`config.mk`:
```
export PLATFORM = sky130hd
export DESIGN_NAME = pid_sched
export DESIGN_NICKNAME = d
export VERILOG_FILES = /design/src/rtl/pid_sched_pkg.sv /design/src/rtl/pid_sched_sat.sv /design/src/rtl/pid_sched.sv
export SDC_FILE = /design/constraint.sdc
export NUM_CORES = 1
export LEC_CHECK = 0
export BUFFER_PORTS_ARGS = -buffer_cell sky130_fd_sc_hd__clkbuf_2
export CAP_MARGIN = 5
export CORE_MARGIN = 4
export CORE_UTILIZATION = 45
export CTS_CLUSTER_SIZE = 16
export DETAILED_ROUTE_END_ITERATION = 8
export GPL_ROUTABILITY_DRIVEN = 1
export PLACE_DENSITY = 0.77
export SYNTH_ARGS = -nofsm -noshare
export SYNTH_HDL_FRONTEND = slang
export SYNTH_SLANG_ARGS = --single-unit
```
`constraint.sdc`:
```
create_clock -name clk -period 14.8 [get_ports clk]
set_input_delay 0.74 -clock clk [delete_from_list [all_inputs] [get_ports clk]]
set_output_delay 0.74 -clock clk [all_outputs]
set_load 0.01 [all_outputs]
```
`src/rtl/pid_sched_pkg.sv`:
```
// Shared types and helpers for the time-multiplexed PID scheduler.
package pid_sched_pkg;

  // Scheduler state encoding: three cycles per channel (CALC, ISSUE, WAIT)
  typedef enum logic [1:0] {
    ST_IDLE  = 2'd0,
    ST_CALC  = 2'd1,
    ST_ISSUE = 2'd2,
    ST_WAIT  = 2'd3
  } state_e;

  // Channel index width; a single channel still needs one bit
  function automatic int unsigned chw_of(input int unsigned n);
    return (n > 1) ? $clog2(n) : 1;
  endfunction

endpackage

```
`src/rtl/pid_sched_sat.sv`:
```
// Signed saturator: narrows IN_W to OUT_W, pinning to [MIN_V, MAX_V] instead of wrapping.
module pid_sched_sat #(
  parameter int unsigned            IN_W  = 33,
  parameter int unsigned            OUT_W = 32,
  parameter logic signed [IN_W-1:0] MAX_V = '0,
  parameter logic signed [IN_W-1:0] MIN_V = '0
) (
  input  logic signed [IN_W-1:0]  din,
  output logic signed [OUT_W-1:0] dout_c
);

  // Compare at full input width, then truncate the in-range value
  always_comb begin
    dout_c = OUT_W'(din);
    if (din > MAX_V) begin
      dout_c = OUT_W'(MAX_V);
    end else if (din < MIN_V) begin
      dout_c = OUT_W'(MIN_V);
    end
  end

endmodule

```
`src/rtl/pid_sched.sv`:
```
// Time-multiplexes one external registered PID stage across NCH channels, one round per tick.
module pid_sched
  import pid_sched_pkg::*;
#(
  parameter int unsigned NCH     = 4,
  parameter int unsigned DW      = 32,
  parameter int unsigned KW      = 8,
  parameter int unsigned OW      = 64,
  parameter int unsigned SUM_LIM = 32'd1 << 20
) (
  input  logic                     clk,
  input  logic                     rst,
  input  logic                     tick,
  input  logic [NCH-1:0]           en,
  input  logic [NCH*DW-1:0]        sp,
  input  logic [NCH*DW-1:0]        fb,
  input  logic [NCH*KW-1:0]        kp,
  input  logic [NCH*KW-1:0]        ki,
  input  logic [NCH*KW-1:0]        kd,
  output logic signed [DW-1:0]     pid_error,
  output logic signed [DW-1:0]     pid_error1,
  output logic signed [DW-1:0]     pid_sum_e,
  output logic signed [KW-1:0]     pid_kp,
  output logic signed [KW-1:0]     pid_ki,
  output logic signed [KW-1:0]     pid_kd,
  input  logic signed [OW-1:0]     pid_out,
  output logic                     out_valid,
  output logic [chw_of(NCH)-1:0]   out_ch,
  output logic signed [OW-1:0]     out_data,
  output logic                     busy,
  output logic                     overrun
);

  localparam int unsigned CHW = chw_of(NCH);

  // Error saturates to the DW range; integral clamps symmetrically to +/-SUM_LIM
  localparam logic signed [DW:0]   ERR_MAX = {2'b00, {(DW-1){1'b1}}};
  localparam logic signed [DW:0]   ERR_MIN = {2'b11, {(DW-1){1'b0}}};
  localparam logic signed [DW+1:0] SUM_MAX = (DW+2)'(SUM_LIM);
  localparam logic signed [DW+1:0] SUM_MIN = -SUM_MAX;

  state_e                state_q, state_d;
  logic [CHW-1:0]        ch_q, ch_d;
  logic [NCH-1:0]        en_lat_q, en_lat_d;
  logic signed [DW-1:0]  sum_q [NCH];
  logic signed [DW-1:0]  sum_d [NCH];
  logic signed [DW-1:0]  err1_q [NCH];
  logic signed [DW-1:0]  err1_d [NCH];
  logic signed [DW-1:0]  pid_error_q, pid_error_d;
  logic signed [DW-1:0]  pid_error1_q, pid_error1_d;
  logic signed [DW-1:0]  pid_sum_e_q, pid_sum_e_d;
  logic signed [KW-1:0]  pid_kp_q, pid_kp_d;
  logic signed [KW-1:0]  pid_ki_q, pid_ki_d;
  logic signed [KW-1:0]  pid_kd_q, pid_kd_d;
  logic                  out_valid_q, out_valid_d;
  logic [CHW-1:0]        out_ch_q, out_ch_d;
  logic signed [OW-1:0]  out_data_q, out_data_d;
  logic                  busy_q, busy_d;
  logic                  overrun_q, overrun_d;

  logic signed [DW-1:0]  sp_a [NCH];
  logic signed [DW-1:0]  fb_a [NCH];
  logic signed [KW-1:0]  kp_a [NCH];
  logic signed [KW-1:0]  ki_a [NCH];
  logic signed [KW-1:0]  kd_a [NCH];

  logic signed [DW:0]    diff_c;
  logic signed [DW-1:0]  err_c;
  logic signed [DW+1:0]  sum_raw_c;
  logic signed [DW-1:0]  sum_c;
  logic [CHW-1:0]        first_c;
  logic [CHW-1:0]        nxt_c;
  logic                  nxt_ok_c;

  // Unpack the flat per-channel input buses
  always_comb begin
    for (int i = 0; i < NCH; i++) begin
      sp_a[i] = sp[i*DW +: DW];
      fb_a[i] = fb[i*DW +: DW];
      kp_a[i] = kp[i*KW +: KW];
      ki_a[i] = ki[i*KW +: KW];
      kd_a[i] = kd[i*KW +: KW];
    end
  end

  // Error and integral for the channel currently selected by ch_q
  always_comb begin
    diff_c    = {sp_a[ch_q][DW-1], sp_a[ch_q]} - {fb_a[ch_q][DW-1], fb_a[ch_q]};
    sum_raw_c = {{2{sum_q[ch_q][DW-1]}}, sum_q[ch_q]} + {{2{err_c[DW-1]}}, err_c};
  end

  pid_sched_sat #(
    .IN_W (DW + 1),
    .OUT_W(DW),
    .MAX_V(ERR_MAX),
    .MIN_V(ERR_MIN)
  ) u_err_sat (
    .din   (diff_c),
    .dout_c(err_c)
  );

  pid_sched_sat #(
    .IN_W (DW + 2),
    .OUT_W(DW),
    .MAX_V(SUM_MAX),
    .MIN_V(SUM_MIN)
  ) u_sum_sat (
    .din   (sum_raw_c),
    .dout_c(sum_c)
  );

  // Priority encoders: lowest channel in en, and lowest latched channel above ch_q
  always_comb begin
    first_c  = '0;
    nxt_c    = '0;
    nxt_ok_c = 1'b0;
    for (int i = NCH - 1; i >= 0; i--) begin
      if (en[i]) begin
        first_c = CHW'(i);
      end
      if (en_lat_q[i] && (CHW'(i) > ch_q)) begin
        nxt_c    = CHW'(i);
        nxt_ok_c = 1'b1;
      end
    end
  end

  // Next-state and register-update logic for the round sequencer
  always_comb begin
    state_d      = state_q;
    ch_d         = ch_q;
    en_lat_d     = en_lat_q;
    sum_d        = sum_q;
    err1_d       = err1_q;
    pid_error_d  = pid_error_q;
    pid_error1_d = pid_error1_q;
    pid_sum_e_d  = pid_sum_e_q;
    pid_kp_d     = pid_kp_q;
    pid_ki_d     = pid_ki_q;
    pid_kd_d     = pid_kd_q;
    out_valid_d  = 1'b0;
    out_ch_d     = out_ch_q;
    out_data_d   = out_data_q;
    busy_d       = busy_q;
    overrun_d    = tick && (state_q != ST_IDLE);

    unique case (state_q)
      ST_IDLE: begin
        if (tick) begin
          en_lat_d = en;
          for (int i = 0; i < NCH; i++) begin
            if (!en[i]) begin
              sum_d[i]  = '0;
              err1_d[i] = '0;
            end
          end
          if (|en) begin
            ch_d    = first_c;
            state_d = ST_CALC;
            busy_d  = 1'b1;
          end
        end
      end
      ST_CALC: begin
        pid_error_d  = err_c;
        pid_error1_d = err1_q[ch_q];
        pid_sum_e_d  = sum_c;
        pid_kp_d     = kp_a[ch_q];
        pid_ki_d     = ki_a[ch_q];
        pid_kd_d     = kd_a[ch_q];
        sum_d[ch_q]  = sum_c;
        state_d      = ST_ISSUE;
      end
      ST_ISSUE: begin
        state_d = ST_WAIT;
      end
      ST_WAIT: begin
        out_data_d   = pid_out;
        out_ch_d     = ch_q;
        out_valid_d  = 1'b1;
        err1_d[ch_q] = pid_error_q;
        if (nxt_ok_c) begin
          ch_d    = nxt_c;
          state_d = ST_CALC;
        end else begin
          state_d = ST_IDLE;
          busy_d  = 1'b0;
        end
      end
      default: begin
        state_d = ST_IDLE;
        busy_d  = 1'b0;
      end
    endcase
  end

  // State and datapath registers; reset aborts any round in flight
  always_ff @(posedge clk or posedge rst) begin
    if (rst) begin
      state_q      <= ST_IDLE;
      ch_q         <= '0;
      en_lat_q     <= '0;
      for (int i = 0; i < NCH; i++) begin
        sum_q[i]  <= '0;
        err1_q[i] <= '0;
      end
      pid_error_q  <= '0;
      pid_error1_q <= '0;
      pid_sum_e_q  <= '0;
      pid_kp_q     <= '0;
      pid_ki_q     <= '0;
      pid_kd_q     <= '0;
      out_valid_q  <= 1'b0;
      out_ch_q     <= '0;
      out_data_q   <= '0;
      busy_q       <= 1'b0;
      overrun_q    <= 1'b0;
    end else begin
      state_q      <= state_d;
      ch_q         <= ch_d;
      en_lat_q     <= en_lat_d;
      sum_q        <= sum_d;
      err1_q       <= err1_d;
      pid_error_q  <= pid_error_d;
      pid_error1_q <= pid_error1_d;
      pid_sum_e_q  <= pid_sum_e_d;
      pid_kp_q     <= pid_kp_d;
      pid_ki_q     <= pid_ki_d;
      pid_kd_q     <= pid_kd_d;
      out_valid_q  <= out_valid_d;
      out_ch_q     <= out_ch_d;
      out_data_q   <= out_data_d;
      busy_q       <= busy_d;
      overrun_q    <= overrun_d;
    end
  end

  assign pid_error  = pid_error_q;
  assign pid_error1 = pid_error1_q;
  assign pid_sum_e  = pid_sum_e_q;
  assign pid_kp     = pid_kp_q;
  assign pid_ki     = pid_ki_q;
  assign pid_kd     = pid_kd_q;
  assign out_valid  = out_valid_q;
  assign out_ch     = out_ch_q;
  assign out_data   = out_data_q;
  assign busy       = busy_q;
  assign overrun    = overrun_q;

endmodule

```
==> impl_metrics.csv, run 1 <==
group,metric,value,unit
floorplan,rows,85,
synthesis,ys.flop_type,"dfrtp_1",
worst_setup_path,r2r_end,"sum_q[82]$_DFFE_PP0P_",
cells_and_area,num-fill-cells,4596,
cells_and_area,diodes,0,
route,drc,0,
floorplan,core_area,54300,um2
timing,slew_violations,0,
timing,slew_headroom,17.2,%
timing,fin_worst_skew,0.0132,ns
floorplan,die-area,59200,um2
route,drt_iter0_drc,1986,
timing,period_share,69.2,%
route,viasPerCell,6.02,
cells_and_area,synthToLayoutAreaGrowth,21.0,%
synthesis,async_flop_share,100,%
synthesis,avgSynthCellArea,11.4,um2
synthesis,synth_top_area_share,45.4,%
global_route,grt_pass1_vias,20938,
worst_setup_path,reg2reg_slack,4.55,ns
global_route,grt_usage,27.3,%
floorplan,die_x,243,um
clock_tree,h-tree-depth,2,
floorplan,chipHeight,243,um
synthesis,syn_nets,2675,
run,maxCapViolations,0,
synthesis,postSynthCellCount,2187,
cells_and_area,fin_cells,3498,
worst_setup_path,endpoint_kind,"register",
global_route,grt_pass1_wl,128000,um
clock_tree,cts-root-buf,"clkbuf_16",
global_route,grt_max_degree,185,
clock_tree,cts_setup_buffers,0,
timing,hold_violations,0,
synthesis,synth_seq_cells,452,
timing,fmax,0.0976,GHz
run_status,status,"complete, no violations",
global_route,gr-total-overflow,0,
floorplan,start_util,45.9,%
worst_setup_path,r2r_cells,27,
cells_and_area,multi_input_area,12800,um2
cells_and_area,regArea,11300,um2
timing,tns,0,ns
timing,rsz0062_at_grt,"false",
synthesis,synth_cell_types,77,
timing,finalSetupViolations,0,
clock_tree,hold_buffers,0,
worst_setup_path,cp_max_fo,72,
placed_design,dpl.hpwl,62000,um
route,ant_nets,0,
worst_setup_path,setup.worst_path.class,"register to register",
hold_path,min_path_type,"input pin to async pin",
synthesis,yosys_warnings,0,
clock_tree,cts_buffers,47,
cells_and_area,final_nets,3213,
clock_tree,cts_resized,0,
global_route,antenna_found_initial,3,
clock_tree,cts_buffer_depth,3,
synthesis,yosysSeqAreaShare,45.4,%
synthesis,synth_area,24900,um2
clock_tree,path_clk_slew,0.06,ns
synthesis,yosysTopAreaCell,"dfrtp_1",
floorplan,num_io_pins,612,
route,vias,21045,
route,dr.pass1.iters,7,
clock_tree,insertion_delay,0.58,ns
clock_tree,cts.sinks,452,
timing,min_period,10.25,ns
route,detail_route.wl_per_cell,23.9,um
worst_setup_path,start_kind,"register",
cells_and_area,drive_above_1_share,38.2,%
route,wirelength,83500,um
placed_design,io_buffers,611,
worst_setup_path,regToRegStartpoint,"ch_q[0]$_DFFE_PP0P_",
synthesis,synth.area.top_cells,"dfrtp_1, mux4_2, mux2_2",
worst_setup_path,cp.arrival,10.76,ns
placed_design,dp_cells,3415,
clock_tree,cts_tree,"built",
placed_design,gp_congestion,1.00,
synthesis,synth_edf_count,0,
timing,worstMarginPinSlew,1.23,ns
worst_setup_path,cp.required,15.31,ns
-- metal layers --
metal | GRT usage, % | part of all wire (%) | wire length [um] | vias up
met5 | 0 | 0 | 0 | -
li1 | - | - | - | 9254
met2 | 44.0 | 48 | 40300 | 814
met1 | 39.8 | 43 | 36300 | 10872
met4 | 5.18 | 1.9 | 1580 | 0
met3 | 4.52 | 6.4 | 5340 | 105
-- Yosys cell counts (all sizes together) (4+ instances only) --
cell type	count
nor4	6
o2bb2ai	20
o22ai	5
mux2	154
xor2	10
mux4	152
o31ai	13
a221oi	4
nor2b	8
o21ai	199
dfrtp	452
a32o	72
xnor2	43
clkbuf	112
o211ai	24
a21boi	4
nor2	83
nand2	256
nand4	19
a31o	5
a21oi	102
a211oi	23
or3	7
or2	8
nor3	17
inv	76
and3	8
nand3	30
buf	35
ha	63
o31a	6
a21o	71
o21bai	13
and2	12
a31oi	8
nand2b	18
o21a	4
-- worst max-delay path: stages, from the launching register on --
cell      delay (ns)
dfrtp_4         0.64
buf_4           0.87
mux4_2          0.61
ha_1            0.46
nand2_1         0.07
o21ai_0         0.45
nor2_1          0.09
o21ai_1         0.25
a41o_1          0.38
o21ai_1         0.31
nor2_1          0.60
o21ai_0         0.18
o21ai_0         0.36
ha_1            0.43
nand3_1         0.13
a211oi_1        0.23
a211oi_1        0.08
o31ai_1         0.71
a31o_2          0.24
and2_1          0.20
a21boi_0        0.63
o211a_1         0.35
o2111a_1        0.23
nand4_1         0.09
nor4bb_1        0.43
or2_2           0.19
buf_4           0.59
a32o_1          0.29
-- how the worst max path moves through the flow --
stage	from	to	slack, ns	cells after the start
floorplan	rst	busy$_DFFE_PP0P_	1.46	1
global placement	ch_q[0]$_DFFE_PP0P_	sum_q[78]$_DFFE_PP0P_	4.92	27
detailed placement	ch_q[0]$_DFFE_PP0P_	sum_q[49]$_DFFE_PP0P_	4.70	27
CTS	ch_q[0]$_DFFE_PP0P_	sum_q[102]$_DFFE_PP0P_	4.67	27
global route	ch_q[0]$_DFFE_PP0P_	sum_q[82]$_DFFE_PP0P_	3.57	27
finish	ch_q[0]$_DFFE_PP0P_	sum_q[82]$_DFFE_PP0P_	4.55	27
-- stage by stage --
step	util [%]	area, um2	setup slack (ns)	hold WS [ns]
2_1_floorplan	-	24900	1.46	0.438
3_3_place_gp	52.6	28600	4.92	0.453
3_5_place_dp	52.6	28600	4.70	0.461
4_1_cts	55.5	30200	4.67	0.352
5_1_grt	55.5	30200	3.57	0.355
6_report	55.5	30200	4.55	0.353
-- state kept, by name, indices dropped and copies added (netlist names) --
name,count
out_data,64
out_valid,1
pid_error,32
state_q,2
pid_kd,8
err1_q,128
pid_sum_e,32
overrun,1
pid_error1,32
pid_kp,8
ch_q,2
pid_ki,8
busy,1
out_ch,2
sum_q,128
en_lat_q,3
-- final cells by class --
type / instances / share of cell area (%)
multi-input cells: 1511 / 42.3
flip-flops and latches: 452 / 37.5
repair buffers: 636 / 10.8
clock buffers: 63 / 4.47
well taps: 739 / 3.07
inverters: 77 / 0.983
clock inverters: 20 / 0.784
-- logic make-up after synthesis --
logic type	Yosys count	share of synthesized area [%]
AOI/OAI and AO/OA	601	16.4
and+or+nand+nor	482	8.58
DFF	452	45.4
muxes	308	20.8
buffers and inverters	224	3.62
adders and majority gates	67	3.40
xor gates and xnor gates	53	1.86
-- cells in the final DEF (no fill, tap or decap), types with 61 or more instances in the layout --
cell type  instances
a21o_1            71
nor2_1            83
mux2_2           154
dfrtp_1          450
mux4_2           152
a32o_1            72
ha_1              61
o21ai_0          195
clkbuf_2         611
inv_1             75
nand2_1          256
a21oi_1           99
Power of run 1 is not shown: default switching activity piles up to over one toggle a cycle in this logic, so the estimate is an artifact.
==> run 2: changes to the inputs <==
- PLACE_DENSITY: 0.77 -> 0.8
- clock period: 14.8 -> 8.25 ns (I/O delays scaled with it)
==> run 2 against run 1 <==
Clock skew increased by 0.018 ns. Register-to-register slack got worse by 4.1 ns. Clock-buffer cell count is 2 lower. Maximum frequency up 32%. Sequential share of layout area is 0.74 points lower. Worst setup slack lost 4.1 ns. Critical path depth up 5. Die area is the same. Non-clock buffer count up 63. Final cell count up 1.8%. Largest cell class unchanged.
==> impl_metrics.csv, run 2 (synthesis gave the netlist of run 1 again) <==
group,metric,value,unit
route,vias,21336,
timing,slew_headroom,26.5,%
route,drc,0,
clock_tree,cts_buffer_depth,3,
worst_setup_path,r2r_end,"sum_q[50]$_DFFE_PP0P_",
floorplan,core_area,54300,um2
timing,hold_violations,0,
placed_design,io_buffers,611,
floorplan,die-area,59200,um2
worst_setup_path,start_kind,"register",
cells_and_area,layout_common_cells,"clkbuf_2, dfrtp_1, nand2_1",
hold_path,min_path_type,"input pin to register",
cells_and_area,regArea,11300,um2
timing,period_share,94.3,%
worst_setup_path,regToRegStartpoint,"ch_q[0]$_DFFE_PP0P_",
placed_design,dp_cells,3477,
cells_and_area,multi_input_area,12900,um2
route,ant_nets,0,
run_status,status,"complete, no violations",
route,detail_route.wl_per_cell,24.5,um
cells_and_area,num-fill-cells,4520,
global_route,grt_usage,28.7,%
global_route,grt_max_degree,163,
route,wirelength,87300,um
worst_setup_path,setup.worst_path.class,"register to register",
worst_setup_path,cp.required,8.77,ns
worst_setup_path,critPathMaxStageDelay,0.59,ns
timing,slew_violations,0,
timing,fmax,0.129,GHz
route,drt_iter0_drc,2014,
floorplan,num_io_pins,612,
worst_setup_path,cpMaxStageDelayCell,"or4_1",
cells_and_area,synthToLayoutAreaGrowth,23.4,%
worst_setup_path,r2r_cells,32,
timing,min_period,7.78,ns
run,maxCapViolations,0,
placed_design,gp_congestion,1.07,
clock_tree,cts_tree,"built",
floorplan,die_x,243,um
clock_tree,insertion_delay,0.59,ns
worst_setup_path,reg2reg_slack,0.47,ns
worst_setup_path,endpoint_kind,"register",
clock_tree,cts_buffers,45,
floorplan,start_util,45.9,%
cells_and_area,final_common_cell,"clkbuf_2",
clock_tree,path_clk_slew,0.07,ns
clock_tree,cts-root-buf,"clkbuf_16",
clock_tree,cts.sinks,452,
timing,finalSetupViolations,0,
global_route,antenna_found_initial,6,
global_route,gr-total-overflow,0,
global_route,grt_pass1_wl,132000,um
hold_path,min_from,"pid_out[3]",
clock_tree,h-tree-depth,2,
floorplan,chipHeight,243,um
worst_setup_path,cp_max_fo,36,
cells_and_area,final_nets,3274,
cells_and_area,fin_cells,3560,
timing,fin_worst_skew,0.0313,ns
floorplan,rows,85,
global_route,grt_pass1_vias,21818,
route,dr.pass1.iters,5,
worst_setup_path,crit_top_cell,"a21oi_1",
worst_setup_path,cp.arrival,8.30,ns
route,viasPerCell,5.99,
cells_and_area,drive_above_1_share,39.9,%
timing,worstMarginPinSlew,1.10,ns
hold_path,whs_endpoint,"out_data[3]$_DFFE_PP0P_",
placed_design,dpl.hpwl,65900,um
hold_path,hold_depth,2,
==> run 2: cell types whose count changed in the layout (fill, tap and decap cells not counted), sizes merged <==
| cell | previous run | this run |
|---|---|---|
| inv | 76 | 77 |
| bufinv | 5 | 6 |
| clkinvlp | 3 | 2 |
| clkbuf | 674 | 673 |
| buf | 25 | 87 |
| clkinv | 13 | 11 |
| diode | 0 | 2 |
==> run 2: layer usage <==
layer	up-vias	part of all wire [%]	GRT usage, %
li1	9391	-	-
met4	0	2.2	6.55
met3	109	7.5	5.02
met1	10940	42	40.8
met5	-	0	0
met2	896	48	46.5
==> run 2: final cells by class <==
| class | count | area share, % |
|---|---|---|
| Antenna cell | 2 | 0.0163 |
| Clock buffer | 61 | 4.12 |
| Clock inverter | 19 | 0.915 |
| Inverter | 77 | 0.952 |
| Multi-Input combinational cell | 1511 | 41.8 |
| Sequential cell | 452 | 36.8 |
| Tap cell | 739 | 3.01 |
| Timing Repair Buffer | 699 | 12.4 |
==> run 2: worst max path at each step <==
stage,startpoint,end,slack (ns),depth (start not counted)
finish,ch_q[0]$_DFFE_PP0P_,sum_q[50]$_DFFE_PP0P_,0.47,32
global route,ch_q[0]$_DFFE_PP0P_,sum_q[13]$_DFFE_PP0P_,-0.05,32
CTS,ch_q[0]$_DFFE_PP0P_,sum_q[69]$_DFFE_PP0P_,0.07,33
detailed placement,ch_q[0]$_DFFE_PP0P_,pid_sum_e[0]$_DFFE_PP0P_,-0.09,33
global placement,ch_q[0]$_DFFE_PP0P_,pid_sum_e[1]$_DFFE_PP0P_,0.13,33
floorplan,ch_q[1]$_DFFE_PP0P_,sum_q[71]$_DFFE_PP0P_,0.01,35
==> run 2: critical path, delay by kind of cell (launching register included) <==
family	cells	cell delay (ns)
flops	1	0.45
mux	1	0.55
fa+ha+maj	2	0.55
xor+xnor	1	0.19
simple gates	7	1.57
compound gates	15	3.18
buf+inv	6	1.19
==> run 2: repair_timing <==
action,in CTS,in global routing
resized for setup,1,23
pin swaps,0,2
hold buffers,0,0
buffers inserted,0,0
hold endpoints to repair,0,0
endpoints found under the setup margin,15,138
cloned,0,1
==> run 2: metrics by stage <==
stage | util, % | worst slack, ns | hold WS [ns] | setup TNS (ns) | cell area [um2]
after floorplan | - | 0.00993 | 0.438 | 0 | 24900
after global placement | 53.5 | 0.125 | 0.453 | 0 | 29100
after detailed placement | 53.5 | -0.0890 | 0.460 | -0.989 | 29100
after CTS | 56.4 | 0.0735 | 0.0331 | 0 | 30600
final | 56.6 | 0.470 | 0.0644 | 0 | 30800
after global routing | 56.6 | -0.0455 | 0.0518 | -1.83 | 30800
Power of run 2 is left out for the same reason.
==> run 3: changes to the inputs <==
- PLACE_DENSITY: 0.8 -> 0.72
==> run 3 against run 2 <==
Sequential share of layout area is essentially flat. Cell area is essentially flat. Worst setup slack lost 0.0029 ns. Register-to-register slack is essentially flat. Routed wire length shrank 5.3%. First-iteration DRC count shrank 10%. Clock-buffer cell count grew 5. Maximum frequency is essentially flat. Via count shrank 1.2%.
==> impl_metrics.csv, run 3 (synthesis gave the netlist of run 1 again) <==
group,metric,value,unit
global_route,antenna_found_initial,1,
worst_setup_path,cp_max_fo,35,
timing,hold_violations,0,
route,dr.pass1.iters,5,
cells_and_area,final_common_cell,"clkbuf_2",
floorplan,core_area,54300,um2
timing,holdWs,0.0683,ns
cells_and_area,synthToLayoutAreaGrowth,23.5,%
clock_tree,cts_tree,"built",
clock_tree,insertion_delay,0.57,ns
route,viasPerCell,5.93,
route,wirelength,82700,um
timing,rsz0062_at_grt,"false",
floorplan,die-area,59200,um2
clock_tree,cts-root-buf,"clkbuf_16",
timing,worstMarginPinSlew,1.09,ns
floorplan,rows,85,
global_route,grt_usage,27.0,%
run,maxCapViolations,0,
cells_and_area,diodes,0,
route,detail_route.wl_per_cell,23.3,um
timing,min_period,7.78,ns
global_route,gr-total-overflow,0,
worst_setup_path,start_kind,"register",
placed_design,dpl.hpwl,61500,um
clock_tree,path_clk_slew,0.06,ns
worst_setup_path,endpoint_kind,"register",
timing,fin_ws,0.467,ns
worst_setup_path,setup.worst_path.class,"register to register",
placed_design,gp_congestion,0.986,
clock_tree,h-tree-depth,2,
route,drc,0,
clock_tree,cts_buffers,47,
route,vias,21079,
timing,slew_headroom,27.1,%
timing,slew_violations,0,
cells_and_area,fin_area,30800,um2
placed_design,place_area,29000,um2
global_route,grt_max_degree,191,
floorplan,num_io_pins,612,
clock_tree,cts.sinks,452,
placed_design,dp_slack,0.0717,ns
global_route,grt_pass1_wl,127000,um
route,drt_iter0_drc,1808,
placed_design,io_buffers,611,
timing,fin_worst_skew,0.0166,ns
worst_setup_path,cp.arrival,8.28,ns
timing,finalSetupViolations,0,
run_status,status,"complete, no violations",
floorplan,start_util,45.9,%
floorplan,die_x,243,um
route,ant_nets,0,
cells_and_area,drive_above_1_share,39.9,%
timing,tns,0,ns
clock_tree,cts_buffer_depth,3,
timing,fmax,0.128,GHz
cells_and_area,final_nets,3268,
floorplan,chipHeight,243,um
timing,period_share,94.3,%
global_route,grt_pass1_vias,21103,
cells_and_area,layout_common_cells,"clkbuf_2, dfrtp_1, nand2_1",
hold_path,min_path_type,"input pin to async pin",
worst_setup_path,cp.required,8.75,ns
run 3: cell types whose count changed in the layout (fill, tap and decap cells not counted), sizes merged, moves of 2 or more:
cell	previous run	this run
buf	87	79
clkbuf	673	678
bufinv	6	3
clkinvlp	2	4
diode	2	0
run 3: path summary, 6_finish.rpt:
check,cells after the start,endpoint,start,slack (ns)
min in group clk,2,out_data[63]$_DFFE_PP0P_,pid_out[63],0.08
hold / removal,3,pid_error1[16]$_DFFE_PP0P_,rst,0.07
max in group asynchronous,4,out_data[47]$_DFFE_PP0P_,rst,6.43
setup reg to reg,27,sum_q[3]$_DFFE_PP0P_,ch_q[0]$_DFFE_PP0P_,0.47
hold reg to reg,1,sum_q[94]$_DFFE_PP0P_,sum_q[94]$_DFFE_PP0P_,0.47
setup / recovery,27,sum_q[3]$_DFFE_PP0P_,ch_q[0]$_DFFE_PP0P_,0.47
run 3: critical path: stages (launching register included):
cell and delay (ns):
dfrtp_4 0.47, buf_12 0.16, mux4_2 0.54, ha_1 0.39
a21o_1 0.23, a211o_1 0.29, o22ai_2 0.29, o21ai_1 0.15
a41oi_2 0.38, a21oi_4 0.15, buf_4 0.21, xnor2_1 0.41
a21oi_1 0.23, ha_1 0.36, a21o_1 0.17, a21o_1 0.17
a21oi_1 0.32, nand2_1 0.10, a311oi_1 0.46, o21ai_0 0.21
o21ai_1 0.17, o21ai_0 0.14, xnor2_1 0.16, or4_1 0.56
a2111oi_4 0.26, or2_4 0.28, buf_12 0.21, a32o_1 0.20
run 3: stage by stage:
| stage | cells | util [%] |
|---|---|---|
| 2_1_floorplan | 2187 | - |
| 3_3_place_gp | 3458 | 53.3 |
| 3_5_place_dp | 3458 | 53.3 |
| 4_1_cts | 3542 | 56.2 |
| 5_1_grt | 3554 | 56.6 |
| 6_report | 3554 | 56.6 |
run 3: routing by layer:
metal / routed length [um] / global-route usage (%)
met4: 1490 / 5.40
met5: 13 / 0
met1: 35800 / 39.0
met3: 5370 / 4.16
met2: 40000 / 43.8
run 3: repair_timing:
action | in CTS | in global routing
setup endpoints to repair | 0 | 146
endpoints found under the hold margin | 0 | 0
hold buffers | 0 | 0
gates resized for setup | 0 | 27
setup buffers | 0 | 11
run 3: cell type report:
class,count,area [um2]
fillers,4574,23600
multi-input cells,1511,12900
flip-flops and latches,452,11300
repair buffers,691,3800
clock buffers,66,1380
well taps,739,925
inverters,77,293
clock inverters,18,176
Power of run 3 is left out for the same reason.
